$ cat src/rtl/ex_div_seq.sv
// ---------------------------------------------------------------------------
// ex_div_seq
//   Multi-cycle RV32M divide sequencer (DIV/DIVU/REM/REMU) sitting beside the
//   EX stage. A divide-class op in EX starts a radix-2 restoring divide on the
//   forwarded operands. div_stall holds IF/ID/EX until the result is ready.
//   The result is presented for one DONE cycle, or for longer while the D-cache
//   stalls, so that the pipeline can latch it into MA.
//
// Parameters
//   DW        operand/result width; the divide iterates DW times
//   FAST_SPC  1: divide-by-zero and signed overflow skip the iterations
//
// Ports
//   clk          in   clock
//   rst          in   synchronous active-high reset
//   flush        in   pipeline flush; aborts any operation
//   cmd_div_ex   in   divide-class op present in EX
//   div_code_ex  in   funct3[1:0]: 00 DIV, 01 DIVU, 10 REM, 11 REMU
//   kill_ex      in   EX op purged; suppresses start
//   dc_stall     in   D-cache stall; holds the DONE hand-off
//   rs1_sel      in   dividend (post-forwarding)
//   rs2_sel      in   divisor (post-forwarding)
//   div_stall    out  hold IF/ID/EX (start, CALC or FIX)
//   div_valid    out  div_rd_data valid (state DONE)
//   div_rd_data  out  quotient or remainder
// ---------------------------------------------------------------------------
module ex_div_seq #(
  parameter int DW       = 32,
  parameter bit FAST_SPC = 1'b1
) (
  input  logic          clk,
  input  logic          rst,
  input  logic          flush,
  input  logic          cmd_div_ex,
  input  logic [1:0]    div_code_ex,
  input  logic          kill_ex,
  input  logic          dc_stall,
  input  logic [DW-1:0] rs1_sel,
  input  logic [DW-1:0] rs2_sel,
  output logic          div_stall,
  output logic          div_valid,
  output logic [DW-1:0] div_rd_data
);

  localparam int CW = (DW > 1) ? $clog2(DW) : 1;
  localparam logic [DW-1:0] MIN_NEG = {1'b1, {(DW-1){1'b0}}};

  typedef enum logic [1:0] {
    IDLE,
    CALC,
    FIX,
    DONE
  } state_t;

  state_t        state;
  logic [CW-1:0] cnt;
  logic          sel_rem;
  logic          neg_q;
  logic          neg_r;
  logic          zero_div;
  logic [DW-1:0] quo;
  logic [DW-1:0] rem;
  logic [DW-1:0] dvsr;

  logic          start;
  logic          signed_ex;
  logic          div0_ex;
  logic          ovf_ex;
  logic [DW-1:0] abs_rs1;
  logic [DW-1:0] abs_rs2;
  logic [DW-1:0] spec_res;
  logic [DW:0]   shifted;
  logic [DW:0]   trial;
  logic          borrow;
  logic [DW-1:0] rem_nxt;
  logic [DW-1:0] q_fix;
  logic [DW-1:0] r_fix;
  logic [DW-1:0] fix_res;

  assign start     = (state == IDLE) & cmd_div_ex & ~kill_ex;
  assign div_stall = start | (state == CALC) | (state == FIX);

  // Operand conditioning in the start cycle: magnitudes and special cases.
  always_comb begin
    signed_ex = ~div_code_ex[0];
    abs_rs1   = (signed_ex && rs1_sel[DW-1]) ? (~rs1_sel + 1'b1) : rs1_sel;
    abs_rs2   = (signed_ex && rs2_sel[DW-1]) ? (~rs2_sel + 1'b1) : rs2_sel;
    div0_ex   = (rs2_sel == '0);
    ovf_ex    = signed_ex && (rs1_sel == MIN_NEG) && (rs2_sel == '1);
    spec_res  = '0;
    if (div0_ex) begin
      spec_res = div_code_ex[1] ? rs1_sel : '1;
    end else if (ovf_ex) begin
      spec_res = div_code_ex[1] ? '0 : rs1_sel;
    end
  end

  // One restoring step. The partial remainder is shifted into DW+1 bits so
  // that divisors with the MSB set (unsigned) do not lose the top bit; a set
  // MSB in the trial difference means the subtraction borrowed.
  always_comb begin
    shifted = {rem, quo[DW-1]};
    trial   = shifted - {1'b0, dvsr};
    borrow  = trial[DW];
    rem_nxt = borrow ? shifted[DW-1:0] : trial[DW-1:0];
  end

  // Sign fix-up. Divide-by-zero forces an all-ones quotient regardless of the
  // operand signs; the remainder naturally comes back as rs1 after sign fix.
  always_comb begin
    q_fix   = zero_div ? '1 : (neg_q ? (~quo + 1'b1) : quo);
    r_fix   = neg_r ? (~rem + 1'b1) : rem;
    fix_res = sel_rem ? r_fix : q_fix;
  end

  // Sequencer: IDLE -> CALC (DW steps) -> FIX -> DONE, or IDLE -> DONE for
  // fast special cases. Reset and flush abort everything.
  always_ff @(posedge clk) begin
    if (rst || flush) begin
      state       <= IDLE;
      cnt         <= '0;
      sel_rem     <= 1'b0;
      neg_q       <= 1'b0;
      neg_r       <= 1'b0;
      zero_div    <= 1'b0;
      quo         <= '0;
      rem         <= '0;
      dvsr        <= '0;
      div_valid   <= 1'b0;
      div_rd_data <= '0;
    end else begin
      case (state)
        IDLE: begin
          if (start) begin
            sel_rem  <= div_code_ex[1];
            neg_q    <= signed_ex & (rs1_sel[DW-1] ^ rs2_sel[DW-1]);
            neg_r    <= signed_ex & rs1_sel[DW-1];
            zero_div <= div0_ex;
            quo      <= abs_rs1;
            rem      <= '0;
            dvsr     <= abs_rs2;
            cnt      <= CW'(DW - 1);
            if (FAST_SPC && (div0_ex || ovf_ex)) begin
              div_rd_data <= spec_res;
              div_valid   <= 1'b1;
              state       <= DONE;
            end else begin
              state <= CALC;
            end
          end
        end
        CALC: begin
          rem <= rem_nxt;
          quo <= {quo[DW-2:0], ~borrow};
          cnt <= cnt - 1'b1;
          if (cnt == '0) begin
            state <= FIX;
          end
        end
        FIX: begin
          div_rd_data <= fix_res;
          div_valid   <= 1'b1;
          state       <= DONE;
        end
        DONE: begin
          // cmd_div_ex still high here is the same instruction; never restart.
          if (!dc_stall) begin
            div_valid <= 1'b0;
            state     <= IDLE;
          end
        end
        default: begin
          state <= IDLE;
        end
      endcase
    end
  end

endmodule
$ cat config.mk
export PLATFORM = sky130hd
export DESIGN_NAME = ex_div_seq
export DESIGN_NICKNAME = d
export VERILOG_FILES = /design/src/rtl/ex_div_seq.sv
export SDC_FILE = /design/constraint.sdc
export NUM_CORES = 1
export LEC_CHECK = 0
export CAP_MARGIN = 40
export CORE_ASPECT_RATIO = 0.5
export CORE_MARGIN = 3
export CORE_UTILIZATION = 55
export CTS_CLUSTER_DIAMETER = 60
export DETAILED_ROUTE_END_ITERATION = 16
export HOLD_SLACK_MARGIN = 0.1
export PLACE_DENSITY = 0.77
export SLEW_MARGIN = 20
export SYNTH_ARGS = -nofsm -noshare
export SYNTH_HDL_FRONTEND = slang
export SYNTH_SLANG_ARGS = --single-unit
$ cat constraint.sdc
create_clock -name clk -period 3.53 [get_ports clk]
set_input_delay 0.353 -clock clk [delete_from_list [all_inputs] [get_ports clk]]
set_output_delay 0.353 -clock clk [all_outputs]
set_load 0.03 [all_outputs]
==> results_dict.tcl, run 1 <==
set metrics [dict create \
    die_h_um 104.6 \
    grt_pass1_wl_um 55370 \
    grt_pass1_vias 10240 \
    p_leak_uw 0.004712 \
    cts_max_level 4 \
    ant_nets 0 \
    area_delta_synth_final_pct 18.61 \
    finalMaxSlewViolations 0 \
    drc 0 \
    yosys.cell_types.count 76 \
    ys_seq_area_share_pct 26.21 \
    hold_viol 0 \
    drive_gt1_share_pct 6.858 \
    rsz0062_at_grt "no" \
    period_minus_slack_ns 3.342 \
    period_share_pct 94.68 \
    p_switching_uw 1351 \
    numCtsBuffers 17 \
    ctsResizeCount 0 \
    cts_setup_buffers 0 \
    setup_viol 0 \
    nets 1635 \
    synth-edff-count 0 \
    num_antenna_cells 0 \
    critPathKind "flip-flop to flip-flop" \
    fp.dieW_um 203.2 \
    clkPwrFrac_pct 41.8 \
    clk_latency_ns 0.44 \
    routed_wl_um 35180 \
    dieArea_um2 21250 \
    outcome "completed" \
    use_met1_pct 46.97 \
    clk_pin_slew_ns 0.06 \
    critPathCaptureType "flip-flop" \
    relSlewSlack_pct 49.15 \
    ys_warn_count 0 \
    dr.first_iter.drc_count 1238 \
    synth-seq-cells 140 \
    grtUsageMet2_pct 47.09 \
    place_ws_ns 0.1174 \
    globalRouteOverflowTotal 0 \
    reg2reg_from "rem[26]" \
    root_buffer "clkbuf_16" \
    rows 35 \
    critPathMaxFanout 37 \
    grt_max_degree 64 \
    setup_slack_ns 0.1878 \
    cts_tree "built" \
    syn-cell-area_um2 10690 \
    skew_ns 0.01101 \
    seq_power_share_pct 36.6 \
    gr-usage-met3_pct 9.711 \
    ys.flop_type "dfxtp_1" \
    port_buffers 105 \
    cp.required_ns 3.82 \
    hpwl_um 26350 \
    core_area_um2 18740 \
    swShare_pct 30.10 \
    max_cap_violations 0 \
    syn_inst 1445 \
    vias 11130 \
    cellPowerDensity_nw_per_um2 354.0 \
    synth_area_per_cell_um2 7.399 \
    grt-busiest-layer "met2" \
    vias_per_cell 6.217 \
    cts_hold_buf 0 \
    syn_nets 1562 \
    intPower_uw 3138 \
    fmax_ghz 0.2992 \
    antenna_found_initial 0 \
    vdd_ir_drop_max_mv 0.3087 \
    grt_usage_pct 32.49 \
    setup_tns_ns 0 \
    arrival_ns 3.63 \
    combPwrFrac_pct 21.6 \
    async_flop_share_pct 0 \
    start_util_pct 57.04 \
    start_kind "flip-flop" \
    io_pins 106 \
    avgRoutedWirePerCell_um 19.65 \
    clock-sinks 140 \
    hold_class "flip-flop to flip-flop" \
    timing.critical_path.from "rem[26]" \
    gp_congestion 0.9780 \
    min_from "dvsr[31]" \
    cts_max_path_buffers 2 \
    tightestPinTransition_ns 0.7609 \
    first_pass_iters 5 \
]
## per-layer routing
layer | up-vias | wire [µm]
met5 | - | 0
met4 | 0 | 502
met3 | 52 | 3838
met2 | 520 | 14680
met1 | 5193 | 16160
li1 | 5363 | -
## state kept, by name, indices dropped and copies added, names as in the netlist
| signal | flops |
|---|---|
| cnt | 5 |
| div_rd_data | 32 |
| div_valid | 1 |
| dvsr | 32 |
| neg_q | 1 |
| neg_r | 1 |
| quo | 32 |
| rem | 32 |
| sel_rem | 1 |
| state | 2 |
| zero_div | 1 |
## cells by family (layout without fill, tap and decap cells)
kind of cell	count (synthesis)	count (layout)	share of synthesized area (%)
multiplexers	27	27	2.539
adder cells (fa/ha/maj)	45	45	5.336
XOR/XNOR	142	142	11.63
flip-flops	140	140	26.21
buffers and inverters	149	235	5.488
AND/OR/NAND/NOR	454	454	20.26
AO/OA/AOI/OAI	488	488	28.53
## placed cells by master (no fill, tap or decap), types with 15 or more instances in the layout
| cell type | n |
|---|---|
| a211oi_1 | 29 |
| a21o_1 | 19 |
| a21oi_1 | 113 |
| a31oi_1 | 24 |
| buf_4 | 36 |
| clkbuf_16 | 17 |
| clkdlybuf4s50_1 | 105 |
| dfxtp_1 | 140 |
| ha_1 | 44 |
| inv_1 | 56 |
| mux2i_1 | 26 |
| nand2_1 | 179 |
| nand3_1 | 18 |
| nand4_1 | 16 |
| nor2_1 | 108 |
| nor3_1 | 32 |
| o211ai_1 | 19 |
| o21ai_0 | 157 |
| o31ai_1 | 31 |
| or3_1 | 15 |
| xnor2_1 | 46 |
| xor2_1 | 96 |
## per-stage QoR
step | util (%) | instance area (µm²) | power, µW | instances | hold WS (ns)
2_1_floorplan | - | 10690 | 2306 | 1445 | 0.4319
3_3_place_gp | 64.35 | 12060 | 2608 | 1757 | 0.4397
3_5_place_dp | 64.41 | 12070 | 2623 | 1758 | 0.4543
4_1_cts | 67.66 | 12680 | 4477 | 1790 | 0.4616
5_1_grt | 67.66 | 12680 | 4655 | 1790 | 0.4938
6_report | 67.66 | 12680 | 4490 | 1790 | 0.4644
## cell usage after synthesis, types with 5 or more instances
| library cell | number | share of area, % |
|---|---|---|
| or2_2 | 9 | 0.53 |
| nand3_1 | 18 | 0.84 |
| o21ai_0 | 157 | 7.3 |
| a21oi_1 | 114 | 5.3 |
| o41ai_1 | 14 | 1.1 |
| dfxtp_1 | 140 | 26 |
| xnor2_1 | 46 | 3.8 |
| a211oi_1 | 29 | 2.0 |
| nor2_1 | 111 | 3.9 |
| a31oi_1 | 24 | 1.4 |
| or4_1 | 10 | 0.70 |
| or3_1 | 15 | 0.88 |
| nor3b_1 | 5 | 0.35 |
| o21ai_1 | 9 | 0.42 |
| o21bai_1 | 6 | 0.42 |
| nor3_1 | 33 | 1.5 |
| and3_1 | 6 | 0.35 |
| a221o_1 | 14 | 1.3 |
| ha_1 | 44 | 5.1 |
| mux2i_1 | 26 | 2.4 |
| a21o_1 | 19 | 1.3 |
| nand4_1 | 16 | 0.94 |
| a221oi_1 | 12 | 0.98 |
| a311oi_1 | 5 | 0.41 |
| inv_1 | 56 | 2.0 |
| nor4_1 | 8 | 0.47 |
| o21a_1 | 6 | 0.42 |
| nor2b_1 | 8 | 0.47 |
| clkbuf_1 | 79 | 2.8 |
| xor2_1 | 96 | 7.9 |
| nand2b_1 | 13 | 0.76 |
| o211ai_1 | 19 | 1.3 |
| nand2_1 | 179 | 6.3 |
| o31ai_1 | 31 | 2.2 |
## power groups by stage
stage / combinational [µW] / clock [µW] / sequential, µW
after global routing: 1050 / 1960 / 1650
after detailed placement: 947 / 0 / 1680
after CTS: 955 / 1880 / 1640
final: 969 / 1880 / 1640
after floorplan: 641 / 0 / 1670
after global placement: 934 / 0 / 1670
## worst paths after layout
path | end | slack [ns] | depth (start not counted)
hold / removal | dvsr[31] | 0.46 | 2
setup reg to reg | rem[9] | 0.19 | 10
setup / recovery | rem[9] | 0.19 | 10
hold reg to reg | dvsr[31] | 0.46 | 2
## worst max-delay path, cell delays in order (launching register included)
cell and delay [ns]:
dfxtp_1 0.55, ha_1 0.39, a21oi_1 0.23, o21ai_1 0.13
a2111oi_0 0.45, nor3_1 0.18, mux2_2 0.32, nor4_4 0.32
buf_12 0.27, mux2i_1 0.24, o21ai_0 0.09
## layout make-up
| type | count | area (µm²) |
|---|---|---|
| inverter | 58 | 217.7 |
| timing repair buffer | 145 | 1393 |
| multi-input combinational | 1156 | 7335 |
| sequential | 140 | 2803 |
| clock buffer | 18 | 439.2 |
| fill | 1636 | 6062 |
| tap | 259 | 324.1 |
| clock inverter | 14 | 170.2 |
Power figures use the tool's default switching activity.
==> run 2, diff against run 1 <==
--- a/config.mk
+++ b/config.mk
@@ -7,12 +7,11 @@
 export LEC_CHECK = 0
 export CAP_MARGIN = 40
 export CORE_ASPECT_RATIO = 0.5
-export CORE_MARGIN = 3
-export CORE_UTILIZATION = 55
+export CORE_UTILIZATION = 53
 export CTS_CLUSTER_DIAMETER = 60
 export DETAILED_ROUTE_END_ITERATION = 16
 export HOLD_SLACK_MARGIN = 0.1
-export PLACE_DENSITY = 0.77
+export PLACE_DENSITY = 0.78
 export SLEW_MARGIN = 20
 export SYNTH_ARGS = -nofsm -noshare
 export SYNTH_HDL_FRONTEND = slang
==> constraint.sdc (replaced) <==
create_clock -name clk -period 3 [get_ports clk]
set_input_delay 0.3 -clock clk [delete_from_list [all_inputs] [get_ports clk]]
set_output_delay 0.3 -clock clk [all_outputs]
set_load 0.03 [all_outputs]
==> run 2 against run 1 <==
Against the previous run:
- the run now ends with negative setup slack left
- final area up 8.5%
- register-to-register slack worse by 0.22 ns
- count of clock-buffer cells in the layout up 2
- flip-flop and latch count unchanged
- critical path depth up 1
- die area shrank 2.2%
- clock skew rose by 0.0013 ns
- setup slack lost 0.22 ns
- clock power grew 26%
- worst hold slack improved by 0.0017 ns
- total power rose by 27%
- utilization rose by 2.6 points
- critical path type unchanged
- critical endpoint unchanged
==> results_dict.tcl, run 2 (synthesis results as in run 1) <==
set metrics [dict create \
    critical_path.most_common_cell "o21ai_0" \
    p_leak_uw 0.005294 \
    antenna_found_initial 0 \
    arrival_ns 3.32 \
    reg2reg_from "rem[12]" \
    io_pins 106 \
    tightestPinTransition_ns 0.8210 \
    finalMaxSlewViolations 0 \
    vdd_ir_drop_max_mv 0.3134 \
    core_area_um2 19590 \
    period_share_pct 100.9 \
    die_h_um 102.4 \
    r2r_cells 11 \
    cp_num_buf_inv 2 \
    cts_max_level 4 \
    num_antenna_cells 0 \
    finish.utilization_pct 70.23 \
    cellPowerDensity_nw_per_um2 413.4 \
    grt_max_degree 72 \
    numCtsBuffers 17 \
    critPathKind "flip-flop to flip-flop" \
    grt_usage_pct 33.96 \
    cts_tree "built" \
    start_util_pct 54.57 \
    start_kind "flip-flop" \
    vias 11760 \
    crit_path_max_incr_delay_ns 0.54 \
    area_delta_synth_final_pct 28.71 \
    max_cap_violations 0 \
    relSlewSlack_pct 45.27 \
    nets 1726 \
    hpwl_um 25910 \
    drc 0 \
    globalRouteOverflowTotal 0 \
    grt_pass1_vias 10620 \
    clock-sinks 140 \
    port_buffers 105 \
    period_minus_slack_ns 3.028 \
    finalPower_uw 5689 \
    whs_ns 0.4662 \
    first_pass_iters 6 \
    setup_viol 1 \
    r2r-end "rem[9]" \
    skew_ns 0.01231 \
    hold_class "flip-flop to flip-flop" \
    placed_area_um2 12710 \
    final_common_cell "nand2_1" \
    routed_wl_um 36630 \
    grt_pass1_wl_um 55710 \
    place_ws_ns -0.2442 \
    setup_slack_ns -0.02840 \
    layout_common_cells "nand2_1, o21ai_0, dfxtp_1" \
    dieArea_um2 20780 \
    fmax_ghz 0.3302 \
    crit_family "simple AND/OR/NAND/NOR gates" \
    hold_end "dvsr[31]" \
    root_buffer "clkbuf_16" \
    cp.required_ns 3.29 \
    worstHoldPathCells 2 \
    violations "negative setup slack" \
    drive_gt1_share_pct 14.31 \
    cp_slowest_cell "dfxtp_1" \
    rows 36 \
    critPathMaxFanout 8 \
    gp_congestion 0.9952 \
    cts_max_path_buffers 2 \
    clk_latency_ns 0.44 \
    critPathCaptureType "flip-flop" \
    cp_cell_sequence "ha_1 -> a21oi_1 -> o21ai_0 -> nand2b_1 -> nand4bb_4 -> and3_1 -> nor4_4 -> buf_6 -> buf_12 -> mux2i_2 -> o21ai_0" \
    outcome "finished with violations" \
    ant_nets 0 \
    dr.first_iter.drc_count 1438 \
    fp.dieW_um 202.9 \
    hold_viol 0 \
    vias_per_cell 6.230 \
    clk_pin_slew_ns 0.07 \
    rsz0062_at_grt "yes" \
    final_cell_area_um2 13760 \
    r2r_setup_slack_ns -0.03 \
    min_from "dvsr[31]" \
    avgRoutedWirePerCell_um 19.41 \
]
run 2: cell types whose count changed in the layout (fill, tap and decap cells not counted), moves of 3 or more:
cell,delta
mux2i_1,-3
dfxtp_2,+3
buf_4,+82
clkinvlp_4,-6
o21ai_0,-5
ha_4,+4
dfxtp_1,-3
mux2i_2,+3
ha_1,-5
o21ai_2,+3
run 2: timing repair:
action | 4_1_cts | 5_1_grt
hold buffers | 0 | 0
gates resized for setup | 12 | 42
cloned | 3 | 2
buffers inserted | 5 | 1
setup endpoints to repair | 33 | 48
pin swaps | 5 | 15
run 2: worst max path at each step:
| stage | startpoint | to | slack [ns] | depth (start not counted) |
|---|---|---|---|---|
| final | rem[12] | rem[9] | -0.03 | 11 |
| after global placement | rs1_sel[0] | div_rd_data[20] | -0.12 | 12 |
| after floorplan | quo[31] | rem[29] | 0.02 | 13 |
| after global routing | rem[12] | rem[9] | -0.08 | 11 |
| after CTS | quo[31] | rem[19] | 0.01 | 13 |
| after detailed placement | rs1_sel[0] | div_rd_data[26] | -0.24 | 12 |
run 2: stage by stage:
step | instances | TNS (ns)
floorplan | 1445 | 0
global placement | 1844 | -3.034
detailed placement | 1845 | -7.997
CTS | 1884 | 0
global route | 1887 | -0.2412
finish | 1887 | -0.02840
run 2: tightest hold or removal path, stage by stage (launching register included):
cell     delay (ns)
dfxtp_1        0.31
nand2_1        0.06
a21oi_1        0.05
run 2: layer usage:
metal  part of all wire [%]  global-route usage [%]  routed length (µm)
met4                    2.6                   11.91                 969
met3                    9.9                   6.186                3637
met1                     43                   46.51               15900
met2                     44                   53.95               16120
met5                      0                       0                   0
run 2: layout make-up:
cell class              instances  area (µm²)
multi-input cells            1156        7561
fillers                      1569        5833
flip-flops and latches        140        2806
repair buffers                236        2191
clock buffers                  20       456.7
well taps                     266       332.8
inverters                      58       221.5
clock inverters                11       191.4
run 2: where the power goes:
part / total, µW / leakage [µW] / internal, µW / switching, µW
Combinational: 1380 / 0.00384 / 628 / 754
Clock: 2370 / 0.000320 / 1510 / 861
Sequential: 1930 / 0.00113 / 1890 / 38.0
==> run 3, diff against run 2 <==
--- a/config.mk
+++ b/config.mk
@@ -12,6 +12,7 @@
 export DETAILED_ROUTE_END_ITERATION = 16
 export HOLD_SLACK_MARGIN = 0.1
 export PLACE_DENSITY = 0.78
+export SKIP_LAST_GASP = 1
 export SLEW_MARGIN = 20
 export SYNTH_ARGS = -nofsm -noshare
 export SYNTH_HDL_FRONTEND = slang
==> run 3 against run 2 <==
Against the previous run:
- the flow still finishes with violations (negative setup slack)
- clock skew increased by 0.00063 ns
- sequential share of layout area about the same
- utilization decreased by 0.13 points
- non-clock buffer count unchanged
- register-to-register slack about the same
- via count about the same
- sequential power about the same
- total power about the same
- first-iteration DRC count decreased by 3.5%
- critical path type unchanged
==> results_dict.tcl, run 3 (synthesis results as in run 1) <==
set metrics [dict create \
    antenna_found_initial 0 \
    nets 1726 \
    rsz0062_at_grt "yes" \
    num_antenna_cells 0 \
    core_area_um2 19590 \
    routed_wl_um 36680 \
    grt_max_degree 72 \
    final_common_cell "nand2_1" \
    die_h_um 102.4 \
    vdd_ir_drop_max_mv 0.3187 \
    cp.required_ns 3.29 \
    p_leak_uw 0.005293 \
    hold_viol 0 \
    tightestPinTransition_ns 0.8051 \
    fmax_ghz 0.3291 \
    clock-sinks 140 \
    finalPower_uw 5691 \
    hold_class "flip-flop to flip-flop" \
    outcome "finished with violations" \
    vias 11760 \
    fp.dieW_um 202.9 \
    cts_max_path_buffers 2 \
    ant_nets 0 \
    setup_slack_ns -0.03881 \
    gp_congestion 0.9952 \
    whs_ns 0.4666 \
    grt_pass1_wl_um 55710 \
    setup_viol 1 \
    area_delta_synth_final_pct 28.46 \
    violations "negative setup slack" \
    dieArea_um2 20780 \
    hpwl_um 25910 \
    critical_path.most_common_cell "o21ai_0" \
    relSlewSlack_pct 46.33 \
    grt_usage_pct 33.96 \
    root_buffer "clkbuf_16" \
    dp.cells 1845 \
    finalMaxSlewViolations 0 \
    drive_gt1_share_pct 14.13 \
    dr.first_iter.drc_count 1388 \
    io_pins 106 \
    fin_cells 1887 \
    first_pass_iters 6 \
    drc 0 \
    globalRouteOverflowTotal 0 \
    arrival_ns 3.33 \
    cts_max_level 4 \
    period_share_pct 101.3 \
    cp_cell_sequence "ha_1 -> a21oi_1 -> o21ai_0 -> nand2b_1 -> nand4bb_4 -> and3_1 -> nor4_4 -> buf_6 -> buf_12 -> mux2i_2 -> o21ai_0" \
    critPathMaxFanout 8 \
    cts_tree "built" \
    period_minus_slack_ns 3.039 \
    place_ws_ns -0.2442 \
    clk_latency_ns 0.44 \
    skew_ns 0.01293 \
    critPathKind "flip-flop to flip-flop" \
    rows 36 \
    grt_pass1_vias 10620 \
    clk_pin_slew_ns 0.07 \
    vias_per_cell 6.229 \
    critPathCaptureType "flip-flop" \
    cp_num_buf_inv 2 \
    cp_slowest_cell "dfxtp_1" \
    layout_common_cells "nand2_1, o21ai_0, dfxtp_1" \
    avgRoutedWirePerCell_um 19.44 \
    crit_family "simple AND/OR/NAND/NOR gates" \
    num-fill-cells 1576 \
    start_util_pct 54.57 \
    cellPowerDensity_nw_per_um2 414.4 \
    port_buffers 105 \
    start_kind "flip-flop" \
    crit_path_max_incr_delay_ns 0.54 \
    numCtsBuffers 17 \
    max_cap_violations 0 \
]
==> run 3: changes by cell type in the layout (fill, tap and decap cells not counted) <==
cell	previous run	this run
o21ai_1	10	9
ha_1	39	41
dfxtp_2	3	2
o21ai_0	152	153
dfxtp_1	137	138
ha_4	4	2
==> run 3: worst paths after layout <==
check,start,end,slack (ns),cells past startpoint
max,rem[12],rem[9],-0.04,11
min,dvsr[31],dvsr[31],0.47,2
max reg2reg,rem[12],rem[9],-0.04,11
min reg2reg,dvsr[31],dvsr[31],0.47,2
==> run 3: routing by layer <==
layer	vias to the layer above	share of wire [%]	GRT usage, %
met3	105	11	6.186
met2	643	44	53.95
met4	0	2.8	11.91
met5	-	0	0
met1	5470	43	46.51
li1	5537	-	-
==> run 3: timing repair <==
action / 4_1_cts / 5_1_grt
hold buffers: 0 / 0
gates resized for setup: 12 / 38
gates cloned: 3 / 2
setup endpoints to repair: 33 / 48
setup buffers: 5 / 1
pin swaps: 5 / 15
==> run 3: worst register-to-register path, stage by stage, from the launching register on <==
cell       delay, ns
dfxtp_1         0.54
ha_1            0.37
a21oi_1         0.22
o21ai_0         0.14
nand2b_1        0.22
nand4bb_4       0.17
and3_1          0.21
nor4_4          0.30
buf_6           0.21
buf_12          0.13
mux2i_2         0.23
o21ai_0         0.17
==> run 3: per-stage QoR <==
stage               cell area [µm²]  setup TNS [ns]  utilization (%)
detailed placement            12710          -7.997            64.87
global route                  13730         -0.4706            70.10
finish                        13730        -0.03881            70.10
floorplan                     10700               0                -
global placement              12700          -3.034            64.81
CTS                           13520               0            68.98
==> run 3: final cells by class <==
class / instances / area, µm² / share of cell area [%]
clock buffers: 20 / 456.7 / 3.325
repair buffers: 236 / 2191 / 15.95
inverters: 58 / 221.5 / 1.612
multi-input cells: 1156 / 7536 / 54.87
well taps: 266 / 332.8 / 2.423
flip-flops and latches: 140 / 2805 / 20.42
clock inverters: 11 / 191.4 / 1.394
==> run 3: report_power, final <==
group / total (µW) / switching (µW) / internal, µW
sequential: 1930 / 37.9 / 1890
clock: 2380 / 867 / 1510
combinational: 1380 / 752 / 626
